`config.mk`:
```
export PLATFORM = sky130hd
export DESIGN_NAME = alu_seq
export DESIGN_NICKNAME = d
export VERILOG_FILES = /design/src/rtl/alu_seq_pkg.sv /design/src/rtl/alu_seq_alu_4bit.sv /design/src/rtl/alu_seq.sv
export SDC_FILE = /design/constraint.sdc
export NUM_CORES = 1
export LEC_CHECK = 0
export BUFFER_PORTS_ARGS = -buffer_cell sky130_fd_sc_hd__buf_2
export CAP_MARGIN = 15
export CORE_MARGIN = 5
export CORE_UTILIZATION = 50
export CTS_CLUSTER_SIZE = 28
export DETAILED_ROUTE_END_ITERATION = 10
export PLACE_DENSITY = 0.83
export SYNTH_ARGS = -nofsm -noshare
export SYNTH_HDL_FRONTEND = slang
export SYNTH_SLANG_ARGS = --single-unit
```
`constraint.sdc`:
```
create_clock -name clk -period 2.6 [get_ports clk]
set_input_delay 0.52 -clock clk [delete_from_list [all_inputs] [get_ports clk]]
set_output_delay 0.52 -clock clk [all_outputs]
set_load 0.05 [all_outputs]
```
`src/rtl/alu_seq_pkg.sv`:
```
// Shared types and constants for the alu_seq accumulator datapath:
// the control state encoding, the ALU select encodings and the data width.
package alu_seq_pkg;

    localparam int DATA_W = 4;

    typedef enum logic [1:0] {
        IDLE = 2'b00,
        EXEC = 2'b01,
        RESP = 2'b10
    } state_t;

    typedef enum logic [2:0] {
        OP_ADD  = 3'b000,   // A + B
        OP_SUB  = 3'b001,   // A - B
        OP_INC  = 3'b010,   // A + 1
        OP_PASS = 3'b011,   // A
        OP_AND  = 3'b100,   // A & B
        OP_OR   = 3'b101,   // A | B
        OP_XOR  = 3'b110,   // A ^ B
        OP_NOT  = 3'b111    // ~A
    } alu_op_t;

endpackage

```
`src/rtl/alu_seq_alu_4bit.sv`:
```
// alu_4bit: purely combinational 4-bit ALU used by alu_seq.
// Build option ALU_SEQ_COUT_EN: when defined, the add/sub/inc paths are
// widened by one bit and o_cout reports carry (add/inc) or borrow (sub).
// When undefined, o_cout is a constant 0 and only 4-bit arithmetic exists.
module alu_4bit
    import alu_seq_pkg::*;
(
    input  logic [DATA_W-1:0] i_a,
    input  logic [DATA_W-1:0] i_b,
    input  alu_op_t           i_op,
    output logic [DATA_W-1:0] o_y,
    output logic              o_cout
);

`ifdef ALU_SEQ_COUT_EN
    logic [DATA_W:0] w_sum;
    logic [DATA_W:0] w_diff;
    logic [DATA_W:0] w_inc;

    // Zero-extended operands so bit DATA_W captures carry, or borrow on A < B.
    assign w_sum  = {1'b0, i_a} + {1'b0, i_b};
    assign w_diff = {1'b0, i_a} - {1'b0, i_b};
    assign w_inc  = {1'b0, i_a} + {{DATA_W{1'b0}}, 1'b1};

    // Select result and carry; logic ops never produce a carry.
    always_comb begin
        o_y    = i_a;
        o_cout = 1'b0;
        case (i_op)
            OP_ADD:  begin o_y = w_sum[DATA_W-1:0];  o_cout = w_sum[DATA_W];  end
            OP_SUB:  begin o_y = w_diff[DATA_W-1:0]; o_cout = w_diff[DATA_W]; end
            OP_INC:  begin o_y = w_inc[DATA_W-1:0];  o_cout = w_inc[DATA_W];  end
            OP_PASS: o_y = i_a;
            OP_AND:  o_y = i_a & i_b;
            OP_OR:   o_y = i_a | i_b;
            OP_XOR:  o_y = i_a ^ i_b;
            OP_NOT:  o_y = ~i_a;
            default: o_y = i_a;
        endcase
    end
`else
    // Select result; arithmetic wraps modulo 2**DATA_W.
    always_comb begin
        o_y = i_a;
        case (i_op)
            OP_ADD:  o_y = i_a + i_b;
            OP_SUB:  o_y = i_a - i_b;
            OP_INC:  o_y = i_a + {{(DATA_W-1){1'b0}}, 1'b1};
            OP_PASS: o_y = i_a;
            OP_AND:  o_y = i_a & i_b;
            OP_OR:   o_y = i_a | i_b;
            OP_XOR:  o_y = i_a ^ i_b;
            OP_NOT:  o_y = ~i_a;
            default: o_y = i_a;
        endcase
    end

    assign o_cout = 1'b0;
`endif

endmodule

```
`src/rtl/alu_seq.sv`:
```
// alu_seq: single-command accumulator ALU with valid/ready handshakes.
// IDLE accepts a command, EXEC updates the accumulator and result
// registers, RESP holds the result until the consumer takes it.
// Build option ALU_SEQ_COUT_EN (inside alu_4bit) enables the carry/borrow
// output; without it out_cout stays 0 and the port list is unchanged.
module alu_seq
    import alu_seq_pkg::*;
#(
    parameter logic [DATA_W-1:0] RESET_ACC = 4'h0
) (
    input  logic              clk,
    input  logic              rst_n,
    input  logic              in_valid,
    output logic              in_ready,
    input  logic              in_load,
    input  logic [2:0]        in_op,
    input  logic [DATA_W-1:0] in_operand,
    output logic              out_valid,
    input  logic              out_ready,
    output logic [DATA_W-1:0] out_result,
    output logic              out_zero,
    output logic              out_cout
);

    state_t            r_state;
    logic              r_in_ready;
    logic              r_load;
    alu_op_t           r_op;
    logic [DATA_W-1:0] r_operand;
    logic [DATA_W-1:0] r_acc;
    logic [DATA_W-1:0] r_out_result;
    logic              r_out_zero;
    logic              r_out_cout;
    logic              r_out_valid;

    logic [DATA_W-1:0] w_alu_y;
    logic              w_alu_cout;
    logic [DATA_W-1:0] w_new_acc;

    alu_4bit u_alu (
        .i_a    (r_acc),
        .i_b    (r_operand),
        .i_op   (r_op),
        .o_y    (w_alu_y),
        .o_cout (w_alu_cout)
    );

    // A load replaces the accumulator; every other command takes the ALU output.
    assign w_new_acc = r_load ? r_operand : w_alu_y;

    // Control FSM with registered handshake and result outputs.
    always_ff @(posedge clk or negedge rst_n) begin
        if (!rst_n) begin
            r_state      <= IDLE;
            r_in_ready   <= 1'b1;
            r_load       <= 1'b0;
            r_op         <= OP_ADD;
            r_operand    <= '0;
            r_acc        <= RESET_ACC;
            r_out_result <= '0;
            r_out_zero   <= 1'b0;
            r_out_cout   <= 1'b0;
            r_out_valid  <= 1'b0;
        end else begin
            case (r_state)
                IDLE: begin
                    if (in_valid) begin
                        r_load     <= in_load;
                        r_op       <= alu_op_t'(in_op);
                        r_operand  <= in_operand;
                        r_in_ready <= 1'b0;
                        r_state    <= EXEC;
                    end
                end
                EXEC: begin
                    r_acc        <= w_new_acc;
                    r_out_result <= w_new_acc;
                    r_out_zero   <= (w_new_acc == '0);
                    r_out_cout   <= r_load ? 1'b0 : w_alu_cout;
                    r_out_valid  <= 1'b1;
                    r_state      <= RESP;
                end
                RESP: begin
                    if (out_ready) begin
                        r_out_valid <= 1'b0;
                        r_in_ready  <= 1'b1;
                        r_state     <= IDLE;
                    end
                end
                default: begin
                    r_out_valid <= 1'b0;
                    r_in_ready  <= 1'b1;
                    r_state     <= IDLE;
                end
            endcase
        end
    end

    assign in_ready   = r_in_ready;
    assign out_valid  = r_out_valid;
    assign out_result = r_out_result;
    assign out_zero   = r_out_zero;
    assign out_cout   = r_out_cout;

endmodule
```
# Word level (Yosys, flattened, before mapping)
# Cells that the tools add are included.
# W data, S select, Z words.
# word_totals
ff_bits,17
input_bits,12
output_inout_bits,8
word_cells,45
# op_classes
n_addsub,3
n_eq_ne,11
n_mux,10
n_bitwise,6
reduce_logical,7
# ops
cell,count
$pmux W4 S8,1
$eq A3 B3 Y1 const B,4
$eq A3 B2 Y1 const B,2
$pmux W1 S3,2
$pmux W2 S3,1
$reduce_and A2 Y1,3
$add A4 B1 Y4 const B,1
$add A4 B4 Y4,1
$and A4 B4 Y4,1
$logic_not A4 Y1,1
$mux W2,2
$mux W4,1
$ne A2 B2 Y1 const B,2
$not A4 Y4,1
$or A4 B4 Y4,1
$sub A4 B4 Y4,1
$xor A4 B4 Y4,1
$eq A3 B1 Y1 const B,1
$logic_not A3 Y1,1
$mux W1,3
$reduce_and A3 Y1,1
$eq A2 B1 Y1 const B,1
$eq A2 B2 Y1 const B,1
$logic_not A2 Y1,1
$not A1 Y1,2

# Logic depth before layout (Yosys ltp)
# Gate-level depths: netlist of the first run.
# depth
depth_word,4
ltp_mapped,11
depth_no_buf,11

# Hierarchy
# Synthesis of the first run repeated with hierarchy kept, for this count alone.
# unflattened
hier_cells,155
area_unflattened_um2,1406.3
# modules_own_cells
mod,instances,cells_per_inst,area_per_inst_um2,seq_area_each_um2
alu_seq,1,61,755.7,451.7
alu_4bit,1,94,650.6,0.0

# Worst setup path after synthesis of the first run
# No wires, ideal clock.
# synth_timing
kind,register -> register
start,register r_operand[1]
end,"register r_out_result[3], in the netlist out_result[3]"
setup_ps,65
arrival_ps,2552
required_time_ps,2535
path_slack_ps,-17
path_stages_with_launch,12
path_buffers,0
period_less_slack_ps,2617
cell_sequence,dfrtp_1 > clkinv_1 > ha_1 > a31oi_1 > o22ai_1 > ha_1 > a21o_1 > a21oi_1 > xnor3_1 > o2bb2ai_1 > a22oi_2 > mux2_2
# synth_between
elab_chain_cells,3
elab_cells_between_ends,4
cone_classes,add/sub: 2; mux: 2
# synth_lines
item,line,text
start: declaration,alu_seq.sv:29,logic [DATA_W-1:0] r_operand;
start signal: assignment,alu_seq.sv:70,r_operand <= in_operand;
$sub A4 B4 Y4 / $add A4 B4 Y4 (equally long branches),"alu_seq_alu_4bit.sv:47, alu_seq_alu_4bit.sv:46",
$pmux W4 S8 (*),alu_seq_alu_4bit.sv:45,case (i_op)
$mux W4 (*),alu_seq.sv:49,assign w_new_acc = r_load ? r_operand : w_alu_y;
end signal: assignment,alu_seq.sv:77,r_out_result <= w_new_acc;
end: declaration,alu_seq.sv:31,logic [DATA_W-1:0] r_out_result;
# Mark *: on every way between the ends. The rest lies on a longest branch, timed or not.
# A chain may end at the register's enable or synchronous reset.

# Worst setup path after layout of the first run
# layout_timing
start,register r_operand[1]
end,"register r_out_zero, in the netlist out_zero"
# layout_between
elab_chain_cells,4
elab_cells_between_ends,8
cone_classes,add/sub: 2; mux: 2; bitwise: 3; reduce/logical: 1
# layout_lines
item,line,text
"$sub A4 B4 Y4, or another cell as far along",alu_seq_alu_4bit.sv:47,OP_SUB: o_y = i_a - i_b;
$pmux W4 S8,alu_seq_alu_4bit.sv:45,
$mux W4 (*),alu_seq.sv:49,
$logic_not A4 Y1 (*),alu_seq.sv:78,r_out_zero <= (w_new_acc == '0);
end signal: assignment,alu_seq.sv:78,
end: declaration,alu_seq.sv:32,logic r_out_zero;
# Marks and branches as above.

==> flow_summary_export.csv, run 1 <==
group,metric,value,unit
logic_synthesis,netlist_area,1240,um2
timing,setup_viol,0,
clocking,clock-sinks,17,
global_route,globalRouteOverflowTotal,0,
finish,stdcell_area,1530,um2
placed_design,place_congestion,0.885,
critical_path,worst-setup-path-type,"flop to flop",
critical_path,crit_path_end_kind,"flop",
placed_design,hpwl,2310,um
timing,fin_crit_sh,97.5,%
logic_synthesis,yosys_warnings,0,
timing,rsz0062_at_grt,"true",
timing,setup_ws,0.0641,ns
logic_synthesis,synth-edff-count,0,
clocking,cts-root-buf,"clkbuf_4",
drt,finalWirelength,3220,um
die,core-area,2430,um2
finish,final_cell_mix,"19 x nand2_1, 18 x buf_2, 14 x dfrtp_1, 13 x buf_4, 11 x ha_1",
drt,post_drt_wl_per_cell,16.4,um
timing,fin_skew,0.00950,ns
timing,finalHoldViolCount,0,
critical_path,rr_worst_depth,12,
global_route,grt_pass1_vias,1167,
critical_path,r2r_end,"out_zero",
clocking,worst_skew_pair.late_latency,0.29,ns
clocking,cts_tree,"done",
global_route,grt_pass1_wl,5440,um
die,die_h,59.9,um
global_route,grtUsageTotal,20.1,%
critical_path,r2r-start,"r_operand[1]",
critical_path,cp-start-kind,"flop",
timing,finalMaxSlewViolations,0,
timing,fin_crit,2.54,ns
logic_synthesis,ys_async_sr_fraction,100,%
finish,final_nets,193,
global_route,antenna_found_initial,0,
finish,area_growth,23.1,%
drt,dr_total_vias,1159,
timing,fin_tns_setup,0,ns
placed_design,io_buffer_count,18,
die,die_x,59.9,um
clocking,cts_buffers,3,
job,drv_cap,0,
critical_path,critPathMaxFanout,2,
placed_design,place_area,1410,um2
logic_synthesis,synthFlopType,"dfrtp_1",
finish,n_antenna_cell,0,
run_status,status,"finished, final reports clean",
drt,firstDrtPassIters,4,
drt,drcViolationCount,0,
logic_synthesis,syn_nets,165,
placed_design,place_ws,-0.109,ns
drt,drt.antenna.violating_nets,0,
hold_path,hp-class,"primary input to async pin",
critical_path,rrSetupSlack,0.06,ns
die,std_cell_rows,18,
drt,first_iter_violations,45,
finish,layout_commonest_cell,"nand2_1",
logic_synthesis,ys_seq_elements,17,
critical_path,cp.required,2.79,ns
global_route,grt_start_max_net_pins,18,
timing,fmax,394,MHz
die,fp.dieArea,3580,um2
clocking,clockBufferDepth,2,
clocking,htreeDepth,1,
logic_synthesis,ys_seq_area_share,34.3,%
logic_synthesis,synth.avg_cell_area,8.87,um2
finish,drive_gt1_share,34.7,%
critical_path,arrival,2.73,ns
clocking,clk_pin_slew,0.11,ns
die,io_pins,20,
drt,via_per_inst,5.88,
logic_synthesis,synthCells,140,
die,start_util,51.1,%
critical_path,crit_path_start,"r_operand[1]",
logic_synthesis,yosysUniqueCellTypes,41,
finish,fillers,194,
[through the flow]
| step | instances | utilization, % | hold slack, ns |
|---|---|---|---|
| final | 197 | 62.9 | 0.131 |
| after detailed placement | 191 | 57.9 | 0.465 |
| after global routing | 197 | 62.9 | 0.145 |
| after floorplan | 140 | - | 0.224 |
| after global placement | 191 | 57.9 | 0.457 |
| after CTS | 196 | 59.9 | 0.147 |
[worst max-delay path, cell delays in order, from the launching register on]
cell,delay (ns)
dfrtp_1,0.38
clkinv_2,0.09
ha_4,0.25
a31oi_4,0.17
o22ai_2,0.12
ha_1,0.32
a21o_1,0.17
a21oi_2,0.15
buf_4,0.14
xnor2_2,0.06
o2bb2ai_2,0.16
a22oi_2,0.09
o41ai_2,0.35
[synth_stat cells, drive strengths merged (2+ instances only)]
cell type	instances	area, um2
nand2	19	71.3
dfrtp	16	400
ha	12	150
a21oi	11	55.1
inv	11	41.3
o21ai	11	55.1
nor2	10	37.5
buf	4	31.3
clkbuf	4	15.0
mux2	4	45.0
nor3	4	20.0
xnor2	4	35.0
nand2b	3	18.8
o22ai	3	18.8
a22oi	2	20.0
o2bb2ai	2	17.5
[sequential cells by signal (all words and copies together), names as in the netlist]
| register | count |
|---|---|
| r_state | 2 |
| r_op | 3 |
| r_load | 1 |
| out_result | 4 |
| out_valid | 1 |
| in_ready | 1 |
| r_operand | 4 |
| out_zero | 1 |
[metal layers]
metal  GRT usage (%)  wire, um  up-vias  share of wire [%]
li1                -         -      539                  -
met1            25.8      1330      548                 41
met2            34.7      1600       57                 50
met3            1.51       189       15                5.9
met4            7.91       108        0                3.4
met5               0         0        -                  0
[what timing repair did]
action,CTS,global route
endpoints found under the setup margin,2,2
hold buffers,0,0
setup buffers,1,1
pin swaps,4,12
cloned,0,0
resized for setup,3,12
[worst max-delay path by stage]
stage,to
final,out_zero
after global routing,out_zero
after CTS,out_result[3]
after detailed placement,out_result[3]
after global placement,out_result[3]
after floorplan,out_result[3]
[cells by family after synthesis]
kind of cell | Yosys count | synth area share [%]
adders and majority gates | 13 | 13.7
xor gates and xnor gates | 5 | 4.63
other | 1 | 0.302
buffers and inverters | 20 | 7.35
muxes | 5 | 5.44
DFF | 17 | 34.3
AOI/OAI and AO/OA | 40 | 20.9
and+or+nand+nor | 39 | 13.3
[final cells by class]
type	count	area (um2)	area share [%]
Multi-Input combinational cell	103	801	52.4
Sequential cell	17	429	28.1
Timing Repair Buffer	31	188	12.3
Inverter	12	46.3	3.03
Tap cell	30	37.5	2.45
Clock buffer	3	22.5	1.47
Clock inverter	1	5.00	0.327
Power of run 1 is not shown: default switching activity piles up to over one toggle a cycle in this logic, so the estimate is an artifact.
==> inputs of run 2 (changes only) <==
clock period = 2.3 ns   (was 2.6 ns; I/O delays follow)
==> run 2 against run 1 <==
The flow now finishes with violations (negative setup slack). Register-to-register slack worse by 0.22 ns. Utilization rose by 1.9 points. Non-clock buffer count rose by 5. First-iteration DRC count up 58%. Clock-buffer cell count is the same. Via count is 3.5% higher. Critical endpoint unchanged.
==> flow_summary_export.csv, run 2 (synthesis results as in run 1) <==
group,metric,value,unit
die,core-area,2430,um2
die,die_h,59.9,um
global_route,grt_pass1_vias,1248,
critical_path,cp-start-kind,"flop",
critical_path,crit_family,"compound AO/OA/AOI/OAI gates",
finish,multi_input_area,807,um2
timing,setup_ws,-0.154,ns
critical_path,critPathMaxFanout,2,
timing,setup_viol,3,
drt,post_drt_wl_per_cell,16.5,um
global_route,antenna_found_initial,0,
job,drv_cap,0,
timing,fin_skew,0.00652,ns
placed_design,place_ws,-0.226,ns
critical_path,path_cells,"clkinv_2 > ha_4 > a31oi_4 > o22ai_2 > buf_4 > fa_2 > xnor2_1 > a21oi_1 > a221o_1 > o41ai_2",
finish,drive_gt1_share,38.4,%
drt,drcViolationCount,0,
finish,area_growth,26.7,%
timing,fmax,407,MHz
drt,via_per_inst,5.94,
clocking,worst_skew_pair.late_latency,0.30,ns
drt,dr_total_vias,1200,
clocking,clock-sinks,17,
hold_path,hp-class,"primary input to async pin",
timing,fin_crit,2.45,ns
clocking,clockBufferDepth,2,
critical_path,critPathSlowestCell,"dfrtp_1",
placed_design,hpwl,2520,um
finish,layout_commonest_cell,"nand2_1",
global_route,grt_start_max_net_pins,18,
global_route,grt_pass1_wl,5460,um
timing,finalHoldViolCount,0,
clocking,holdBufCountCts,0,
critical_path,worst-setup-path-type,"flop to flop",
timing,rsz0062_at_grt,"true",
critical_path,arrival,2.65,ns
timing,finalMaxSlewViolations,0,
die,die_x,59.9,um
critical_path,rrSetupSlack,-0.15,ns
clocking,cts_tree,"done",
drt,firstDrtPassIters,4,
die,fp.dieArea,3580,um2
finish,final_nets,198,
placed_design,dpl.cell_count,195,
finish,layoutNonFillerInstCount,202,
critical_path,crit_path_end_kind,"flop",
clocking,clk_pin_slew,0.11,ns
global_route,globalRouteOverflowTotal,0,
timing,holdWs,0.0615,ns
critical_path,cp.required,2.50,ns
timing,fin_crit_sh,107,%
die,std_cell_rows,18,
placed_design,io_buffer_count,18,
die,start_util,51.1,%
finish,fillers,189,
finish,final_cell_mix,"19 x nand2_1, 18 x buf_2, 18 x buf_4, 13 x dfrtp_1",
critical_path,path_buf_inv,2,
timing,fin_tns_setup,-0.404,ns
clocking,cts-root-buf,"clkbuf_4",
finish,seq_area,430,um2
global_route,grtUsageTotal,20.6,%
clocking,cts_buffers,3,
run_status,status,"finished, violations left",
drt,finalWirelength,3340,um
die,io_pins,20,
finish,n_antenna_cell,0,
drt,drt.antenna.violating_nets,0,
placed_design,place_congestion,0.875,
drt,first_iter_violations,71,
clocking,htreeDepth,1,
run_status,violations,"negative setup slack",
critical_path,critPathMaxStageDelay,0.39,ns
## run 2: stage by stage
step | cell area (um2) | util [%]
2_1_floorplan | 1280 | -
3_3_place_gp | 1470 | 60.5
3_5_place_dp | 1470 | 60.5
4_1_cts | 1560 | 64.0
5_1_grt | 1570 | 64.7
6_report | 1570 | 64.7
## run 2: path summary, 6_finish.rpt
| kind | startpoint | endpoint | depth (start not counted) |
|---|---|---|---|
| worst max-delay path | r_operand[1] | out_zero | 10 |
| worst min-delay path | rst_n | r_operand[1] | 1 |
| worst max register to register | r_operand[1] | out_zero | 10 |
| worst min register to register | out_zero | out_zero | 2 |
| max in group asynchronous | rst_n | in_ready | 1 |
| min in group clk | in_op[2] | r_op[2] | 3 |
## run 2: timing repair
item / CTS / global route
endpoints found under the setup margin: 3 / 4
buffers inserted: 2 / 1
gates resized for setup: 8 / 3
pin swaps: 10 / 2
## run 2: worst register-to-register path, cell delays in order (launching register included)
cell and delay, ns:
dfrtp_1 0.39, clkinv_2 0.09, ha_4 0.25, a31oi_4 0.14
o22ai_2 0.10, buf_4 0.15, fa_2 0.33, xnor2_1 0.16
a21oi_1 0.09, a221o_1 0.34, o41ai_2 0.32
## run 2: metal layers
metal,global-route usage (%),vias up,routed length [um]
met4,10.4,0,135
met3,2.59,14,234
li1,-,546,-
met1,23.0,581,1240
met2,37.8,59,1730
met5,0,-,0
## run 2: area by class of cell
cell class	count	area share (%)
Clock buffer	3	1.43
Multi-Input combinational cell	103	51.3
Inverter	12	2.94
Tap cell	30	2.38
Clock inverter	1	0.318
Sequential cell	17	27.3
Timing Repair Buffer	36	14.3
Power of run 2 is left out for the same reason.
